File: src/rtl/multi_cycle_cpu.sv
// multi_cycle_cpu: multi-cycle MIPS-subset core sharing one datapath and one ready/valid memory port
// Ports:
//   clk_i, rst_i                 clock, asynchronous active-low reset
//   mem_req_o/we_o/addr_o/wdata_o registered memory request, held until mem_req_o & mem_ready_i
//   mem_rdata_i, mem_ready_i     memory response
//   pc_o, retire_o, halted_o     current PC, one-cycle retire pulse, HALT indicator
//   dbg_addr_i, dbg_data_o       combinational register file read port
module multi_cycle_cpu #(
   parameter int          ADDR_W       = 32,
   parameter logic [31:0] RESET_PC     = 32'h0,
   parameter bit          TRAP_ILLEGAL = 1'b1
) (
   input  logic              clk_i,
   input  logic              rst_i,
   output logic              mem_req_o,
   output logic              mem_we_o,
   output logic [ADDR_W-1:0] mem_addr_o,
   output logic [31:0]       mem_wdata_o,
   input  logic [31:0]       mem_rdata_i,
   input  logic              mem_ready_i,
   output logic [ADDR_W-1:0] pc_o,
   output logic              retire_o,
   output logic              halted_o,
   input  logic [4:0]        dbg_addr_i,
   output logic [31:0]       dbg_data_o
);
   localparam logic [ADDR_W-1:0] RPC = RESET_PC[ADDR_W-1:0];
   typedef enum logic [2:0] {FETCH, DECODE, EXEC, MEM, WB, HALT} state_t;
   state_t state, state_n;
   logic [31:0] ir, a, b, alu_r, mdr, imm, alu_y, pc4_32, jt32, wb_data, wdata_n;
   logic [31:0] rf [32];
   logic [ADDR_W-1:0] pc, pc4, br_tgt, tgt, addr_n;
   logic [5:0] op, fn;
   logic [4:0] wdst;
   logic is_r, legal, halt_w, ldst, misal, taken;
   logic ret, ld_ir, ld_ab, ld_alu, ld_mdr, wr_reg, req_n, we_n;
   assign op = ir[31:26];
   assign fn = ir[5:0];
   assign imm = {{16{ir[15]}}, ir[15:0]};
   assign is_r = op == 6'h00;
   assign legal = is_r ? (fn inside {6'h20, 6'h22, 6'h24, 6'h25, 6'h2A})
                       : (op inside {6'h02, 6'h04, 6'h05, 6'h08, 6'h0A, 6'h23, 6'h2B});
   assign halt_w = &ir;
   assign ldst = op == 6'h23 || op == 6'h2B;
   assign alu_y = !is_r ? (op == 6'h0A ? {31'b0, $signed(a) < $signed(imm)} : a + imm)
                : fn == 6'h20 ? a + b
                : fn == 6'h22 ? a - b
                : fn == 6'h24 ? a & b
                : fn == 6'h25 ? a | b
                : {31'b0, $signed(a) < $signed(b)};
   assign misal = |alu_y[1:0];
   assign taken = (a == b) ^ (op == 6'h05);
   assign br_tgt = pc4 + {imm[ADDR_W-3:0], 2'b00};
   // jump target built at 32 bits so narrow ADDR_W simply truncates it
   assign pc4_32 = 32'(pc4);
   assign jt32 = {pc4_32[31:28], ir[25:0], 2'b00};
   assign wdst = is_r ? ir[15:11] : ir[20:16];
   assign wb_data = op == 6'h23 ? mdr : alu_r;
   assign pc_o = pc;
   assign halted_o = state == HALT;
   assign dbg_data_o = rf[dbg_addr_i];
   always_ff @(posedge clk_i or negedge rst_i)
      if (!rst_i) state <= FETCH;
      else state <= state_n;
   always_comb begin
      state_n = state;
      ret = 1'b0;
      tgt = pc4;
      ld_ir = 1'b0;
      ld_ab = 1'b0;
      ld_alu = 1'b0;
      ld_mdr = 1'b0;
      wr_reg = 1'b0;
      req_n = mem_req_o;
      we_n = mem_we_o;
      addr_n = mem_addr_o;
      wdata_n = mem_wdata_o;
      case (state)
         FETCH:
            if (!mem_req_o) begin
               req_n = 1'b1;
               addr_n = pc;
            end else if (mem_ready_i) begin
               req_n = 1'b0;
               ld_ir = 1'b1;
               state_n = DECODE;
            end
         DECODE: begin
            ld_ab = 1'b1;
            if (halt_w || (!legal && TRAP_ILLEGAL)) state_n = HALT;
            else if (!legal) ret = 1'b1;
            else state_n = EXEC;
         end
         EXEC:
            if (op == 6'h04 || op == 6'h05) begin
               ret = 1'b1;
               tgt = taken ? br_tgt : pc4;
            end else if (op == 6'h02) begin
               ret = 1'b1;
               tgt = jt32[ADDR_W-1:0];
            end else if (ldst) begin
               if (misal) state_n = HALT;
               else begin
                  req_n = 1'b1;
                  we_n = op == 6'h2B;
                  addr_n = alu_y[ADDR_W-1:0];
                  wdata_n = b;
                  state_n = MEM;
               end
            end else begin
               ld_alu = 1'b1;
               state_n = WB;
            end
         MEM:
            if (mem_ready_i) begin
               req_n = 1'b0;
               we_n = 1'b0;
               if (op == 6'h2B) ret = 1'b1;
               else begin
                  ld_mdr = 1'b1;
                  state_n = WB;
               end
            end
         WB: begin
            wr_reg = 1'b1;
            ret = 1'b1;
         end
         default: ;
      endcase
      // retiring always launches the next fetch in the same edge
      if (ret) begin
         state_n = FETCH;
         req_n = 1'b1;
         we_n = 1'b0;
         addr_n = tgt;
      end
   end
   always_ff @(posedge clk_i or negedge rst_i)
      if (!rst_i) begin
         mem_req_o <= 1'b0;
         mem_we_o <= 1'b0;
         mem_addr_o <= RPC;
         mem_wdata_o <= '0;
         retire_o <= 1'b0;
         pc <= RPC;
         pc4 <= RPC;
         ir <= '0;
         a <= '0;
         b <= '0;
         alu_r <= '0;
         mdr <= '0;
         for (int i = 0; i < 32; i++) rf[i] <= '0;
      end else begin
         mem_req_o <= req_n;
         mem_we_o <= we_n;
         mem_addr_o <= addr_n;
         mem_wdata_o <= wdata_n;
         retire_o <= ret;
         if (ret) pc <= tgt;
         if (ld_ir) begin
            ir <= mem_rdata_i;
            pc4 <= pc + ADDR_W'(4);
         end
         if (ld_ab) begin
            a <= rf[ir[25:21]];
            b <= rf[ir[20:16]];
         end
         if (ld_alu) alu_r <= alu_y;
         if (ld_mdr) mdr <= mem_rdata_i;
         if (wr_reg && wdst != 5'd0) rf[wdst] <= wb_data;
      end
endmodule
File: config.mk
export PLATFORM = sky130hd
export DESIGN_NAME = multi_cycle_cpu
export DESIGN_NICKNAME = d
export VERILOG_FILES = /design/src/rtl/multi_cycle_cpu.sv
export SDC_FILE = /design/constraint.sdc
export NUM_CORES = 2
export LEC_CHECK = 0
export CORE_AREA = 4 4 431 433
export DETAILED_ROUTE_END_ITERATION = 12
export DIE_AREA = 0 0 435 437
export SLEW_MARGIN = 10
export SYNTH_ARGS = -nofsm -noshare
export SYNTH_HDL_FRONTEND = slang
export SYNTH_SLANG_ARGS = --single-unit
export TNS_END_PERCENT = 100
File: constraint.sdc
create_clock -name clk_i -period 5.2 [get_ports clk_i]
set_clock_uncertainty 0.1 [all_clocks]
set_input_delay 0.78 -clock clk_i [delete_from_list [all_inputs] [get_ports clk_i]]
set_output_delay 0.78 -clock clk_i [all_outputs]
set_load 0.1 [all_outputs]
# ---- Word-level counts from Yosys, hierarchy flattened
# Index checks and enable logic that the tools add are counted.
dict set report classes {
  mux 78
  bitwise 10
  addsub 5
  reduce_logical 22
  order_cmp 7
  n_eq_ne 28
}
# cell count
set op_table {}
lappend op_table {{1024-bit bitwise mux} 1}
lappend op_table {{32-bit two-way mux} 23}
lappend op_table {{32-bit binary-select mux with 5-bit select} 3}
lappend op_table {{32-bit demux with 5-bit select} 1}
lappend op_table {{32-bit adder} 3}
lappend op_table {{32-bit case mux with 2 select lines} 1}
lappend op_table {{6-bit == test, second input constant} 7}
lappend op_table {{3-bit two-way mux} 11}
lappend op_table {{32-bit by 3-bit adder with 32-bit output, second input constant} 1}
lappend op_table {{32-bit AND} 1}
lappend op_table {{32-bit == test} 1}
lappend op_table {{32-bit by 16-bit less-than comparator with 1-bit output} 1}
lappend op_table {{32-bit less-than comparator} 1}
lappend op_table {{1-bit two-way mux} 32}
lappend op_table {{32-bit bitwise OR} 1}
lappend op_table {{32-bit AND reduction} 1}
lappend op_table {{32-bit subtractor} 1}
lappend op_table {{28-bit two-way mux} 1}
lappend op_table {{3-bit != test, second input constant} 9}
lappend op_table {{6-bit >= comparator, second input constant} 4}
lappend op_table {{5-bit NOT with 6-bit output} 4}
lappend op_table {{6-bit AND reduction} 3}
lappend op_table {{5-bit nonzero test} 3}
lappend op_table {{6-bit by 3-bit == test with 1-bit output, second input constant} 2}
lappend op_table {{other kinds (25)} 34}
dict set report totals {
  inputBits 40
  reg_bits 1318
  output_inout_bits 132
}

# ---- Longest topological paths before layout
dict set report depth {
  word_depth 13
  ltp_mapped 15
  mapped_depth_nobuf 13
}

# ---- Worst setup path before layout
# Ideal clock, no wire load.
dict set report synth_path {
  kind {register to register}
  startpoint {register ir[15]}
  endpoint {register mem_addr_o[14]}
  setup_time_ps 120
  path_stages_with_launch 15
  n_path_buf 3
  setup_slack_ps 817
  synth_period_minus_slack_ps 4383
  t_arrival_ps 4162
  cell_sequence {dfrtp_1 inv_1 ha_1 clkbuf_1 nand2_1 nor4_1 o221ai_1 o2111ai_1 xnor2_1 a21oi_1 o31ai_1 a21oi_1 buf_2 buf_2 o21a_1}
}
dict set report synth_via {
  elab_chain_cells 6
  elab_cells_between_ends 16
  classes_between {order compare: 1; eq/ne: 5; mux: 5; reduce/logical: 5}
}
# element line_no
set synth_lines {}
lappend synth_lines {{start: declaration} 30} ;# logic [31:0] ir, a, b, alu_r, mdr, imm, alu_y, pc4_32, jt32, wb_data, wdata_n;
lappend synth_lines {{start signal: assignment} 161} ;# ir <= mem_rdata_i;
lappend synth_lines {{32-bit by 16-bit less-than comparator with 1-bit output or 32-bit AND reduction (tied branches)} {45, 43}}
lappend synth_lines {{32-bit two-way mux or 1-bit logical OR (tied branches)} {45, 90}}
lappend synth_lines {{32-bit two-way mux or 1-bit two-way mux (tied branches)} {45, 90}}
lappend synth_lines {{2-bit OR reduction or 1-bit case mux with 4 select lines (tied branches)} {51, 78}}
lappend synth_lines {{3-bit != test (no source line) or 3-bit nonzero test (tied branches)} n/a}
lappend synth_lines {{6-bit AND reduction (no source line)} n/a}
lappend synth_lines {{end signal: assignment} 156} ;# mem_addr_o <= addr_n;
lappend synth_lines {{end: declaration} 17} ;# output logic [ADDR_W-1:0] mem_addr_o,
# Several ways; a longest one is shown, not always the timed one.
# A chain may end at the register's enable or synchronous reset.

# ---- Final worst setup path
dict set report layout_path {
  startpoint {register ir[29]}
  endpoint {register rf[180] (netlist bit)}
}
dict set report layout_via {
  elab_chain_cells 8
  elab_cells_between_ends 13
  classes_between {order compare: 2; eq/ne: 1; mux: 5; bitwise: 1; reduce/logical: 4}
}
# element line_no
set layout_lines {}
lappend layout_lines {{6-bit logical NOT} 40} ;# assign is_r = op == 6'h00;
lappend layout_lines {{5-bit two-way mux} 57} ;# assign wdst = is_r ? ir[15:11] : ir[20:16];
lappend layout_lines {{5-bit NOT with 6-bit output (not written as such)} 170} ;# if (wr_reg && wdst != 5'd0) rf[wdst] <= wb_data;
lappend layout_lines {{6-bit >= comparator (not written as such) or 6-bit by 1-bit less-than comparator with 1-bit output (tied branches)} 170}
lappend layout_lines {{1-bit logical AND (not written as such)} 170}
lappend layout_lines {{32-bit two-way mux (not written as such)} 170}
lappend layout_lines {{32-bit demux with 5-bit select} 170}
lappend layout_lines {{1024-bit bitwise mux} 170}
lappend layout_lines {{end signal: indexed assignment} 170}
lappend layout_lines {{end: declaration} 31} ;# logic [31:0] rf [32];
# Several ways; a longest one is shown, not always the timed one.

==> flow_summary.yaml <==
outcome:
  status: "finished clean"
routing:
  detail_route.wirelength_mm: 293
  antenna_left: 0
  first_pass_iters: 6
  drc: 0
  initialDrtViolationCount: 7736
  vias: 64400
  routedWlPerCell_um: 29.9
  routed_via_density: 6.57
clock_tree:
  cts_tree: "done"
  cts_resized: 0
  cts.reportedPaths.clkPinSlew_ns: 0.06
  clock-sinks: 1318
  numCtsBuffers: 149
  ctsRootBufferMaster: "clkbuf_16"
  clk-insertion-delay-late_ns: 0.83
  cts_htree_levels: 4
  max-clock-path-buffers: 3
  cts_setup_buffers: 0
synthesis:
  synth-xor-area-share_pct: 1.09
  synth-edff-count: 0
  synth_compound_area_share_pct: 12.4
  synth.area.mux_share_pct: 29.2
  yosysWarningCount: 0
  synth.most_common_cell: "dfrtp_1"
  synth_top_family_by_area: "multiplexers"
  synthSimpleGateAreaFrac_pct: 9.85
  ys_seq_elements: 1318
  seq_area_frac_synth_pct: 40.5
  synth_fa_ha_area_share_pct: 3.00
  synth_largest_area_cell: "dfrtp_1"
  synth_top_flop_cell: "dfrtp_1"
  synth_top_area_share_pct: 40.5
  ys_top_cells_by_count: "dfrtp_1, mux4_2, nand2_1"
  syn_nets: 7626
  syn_area_mm2: 0.0815
  synth_area_leaders: "dfrtp_1, mux4_2, a21oi_1, o21ai_0, nand2_1"
  avgSynthCellArea_um2: 11.0
  async_reset_ff_share_pct: 100
  postSynthCellCount: 7393
  synth.distinct_cells: 88
sta:
  maxSlewViolCount: 0
  slew-limit-headroom_pct: 23.0
  fin_crit_ns: 4.68
  worst_slew_pin_slew_ns: 1.12
  setup_viol: 0
  timing.final.crit_share_pct: 90.0
  setup-tns-final_ns: 0
  timing_hold_violations_final: 0
  fmax_ghz: 0.214
  worst_slack_ns: 0.521
  grt_setup_unrepaired: "no"
power:
  leakage_nw: 37.5
  peakVddDrop_v: 0.000338
  p_per_area_mw_per_mm2: 237
setup_path:
  end_kind: "register"
  path_common_cell: "nor3_1"
  cp_max_fo: 30
  required_ns: 5.77
  path_cells: "nor3_1 -> nand2_1 -> or2_2 -> nor3_1 -> a31oi_1 -> nor3_1 -> nand2_4 -> buf_4 -> nand2_1 -> o21ai_0"
  startpoint_type: "register"
  arrival_ns: 5.25
  cpPeakStageDelay_ns: 0.74
  cpMaxStageDelayCell: "nor3_1"
  worstSetupPathType: "reg -> reg"
floorplan:
  core_area_mm2: 0.182
  die-area_mm2: 0.190
  die_width_um: 435
  start_util_pct: 44.8
  num_rows: 157
  die_h_um: 437
  ios: 172
place:
  placed_cell_area_mm2: 0.0871
  io_buffers: 171
  post-place-ws_ns: 0.475
  dp_hpwl_mm: 194
  dp_cells: 9533
  gp_congestion: 0.980
run:
  maxCapViolCount: 0
cells_and_area:
  area_delta_synth_final_pct: 13.0
  finalInstanceArea_mm2: 0.0921
  utilization_pct: 50.6
  stdcell_count: 9798
  final_net_count: 7533
  drive_gt1_share_pct: 23.4
hold_path:
  hold_class: "reg -> reg"
global_route:
  grt_start_max_net_pins: 148
  overflow: 0
  grtUsageTotal_pct: 30.7
  antenna_found_initial: 10
  grt_pass1_wl_mm: 435
  first_global_vias: 63700
-- cell type report --
| cell class | count | area (um2) |
|---|---|---|
| inverters | 170 | 638 |
| clock inverters | 46 | 619 |
| well taps | 2385 | 2980 |
| flip-flops and latches | 1318 | 33000 |
| repair buffers | 452 | 4780 |
| clock buffers | 214 | 4380 |
| diodes | 4 | 10.0 |
| fillers | 16000 | 90000 |
| multi-input cells | 5209 | 45700 |
-- per-layer routing --
layer / GRT usage, % / up-vias / wire length (um)
met5: 0 / - / 63
met4: 13.8 / 10 / 15400
met3: 7.21 / 765 / 28900
met2: 47.5 / 3496 / 134000
met1: 41.6 / 32900 / 115000
li1: - / 27200 / -
-- critical path: cells and delay by family, from the launching register on --
family	cells	cell delay, ns
buf+inv	1	0.40
compound gates	2	0.23
flops	1	0.53
simple gates	7	3.26
-- timing repair --
item	CTS	global route
endpoints found under the setup margin	0	0
hold buffers	1	0
endpoints found under the hold margin	84	0
-- registers in the layout, indices dropped and copies added (netlist names), 3 cells and up --
register / flops
rf: 1024
pc_o: 32
mem_wdata_o: 32
ir: 32
alu_r: 32
state: 3
mdr: 32
mem_addr_o: 32
b: 32
pc4: 32
a: 32
-- cell usage in the layout (no fill, tap or decap), types with 15 or more instances in the layout --
cell	n
a211oi_1	37
a21o_1	35
a21oi_1	702
a31oi_1	83
and3_1	19
buf_12	81
buf_4	232
clkbuf_1	27
clkbuf_16	151
clkbuf_8	36
clkdlybuf4s50_1	133
clkinv_2	16
dfrtp_1	1307
ha_1	189
inv_1	169
mux2_2	102
mux2i_1	67
mux2i_2	32
mux4_2	960
nand2_1	844
nand2b_1	17
nand3_1	59
nor2_1	761
nor2_4	17
nor2b_1	33
nor3_1	68
nor4_1	15
o211ai_1	22
o21a_1	15
o21ai_0	693
o21bai_1	21
o221ai_1	20
o22ai_1	28
o31ai_1	20
or3_1	21
xnor2_1	71
xor2_1	28
-- cell families after synthesis --
family | after synthesis
xor+xnor | 101
buf+inv | 866
mux | 1161
compound gates | 1805
simple gates | 1949
fa+ha+maj | 193
flops | 1318
-- through the flow --
step                      power [mW]  hold slack [ns]
after detailed placement        11.0            0.302
final                           21.8            0.313
after global placement          11.0            0.293
after CTS                       21.9            0.316
after global routing            22.4            0.328
after floorplan                 10.7            0.338
-- power breakdown --
part	leakage, nW	switching (mW)	total [mW]	internal (mW)
Combinational	16.8	0.412	0.577	0.165
Clock	2.44	4.55	11.0	6.40
Sequential	18.3	0	10.3	10.3
Total	37.5	4.97	21.8	16.8
-- worst paths after layout --
kind,startpoint,endpoint,slack (ns),cells after the start
setup / recovery,ir[29],rf[180],0.52,10
min in group asynchronous,rst_i,rf[972],0.50,2
hold / removal,rf[1019],rf[1019],0.31,0
max in group asynchronous,rst_i,pc4[9],3.15,3
hold reg to reg,rf[1019],rf[1019],0.31,0
setup reg to reg,ir[29],rf[180],0.52,10
Note: power is estimated with default switching activity, not from simulation.
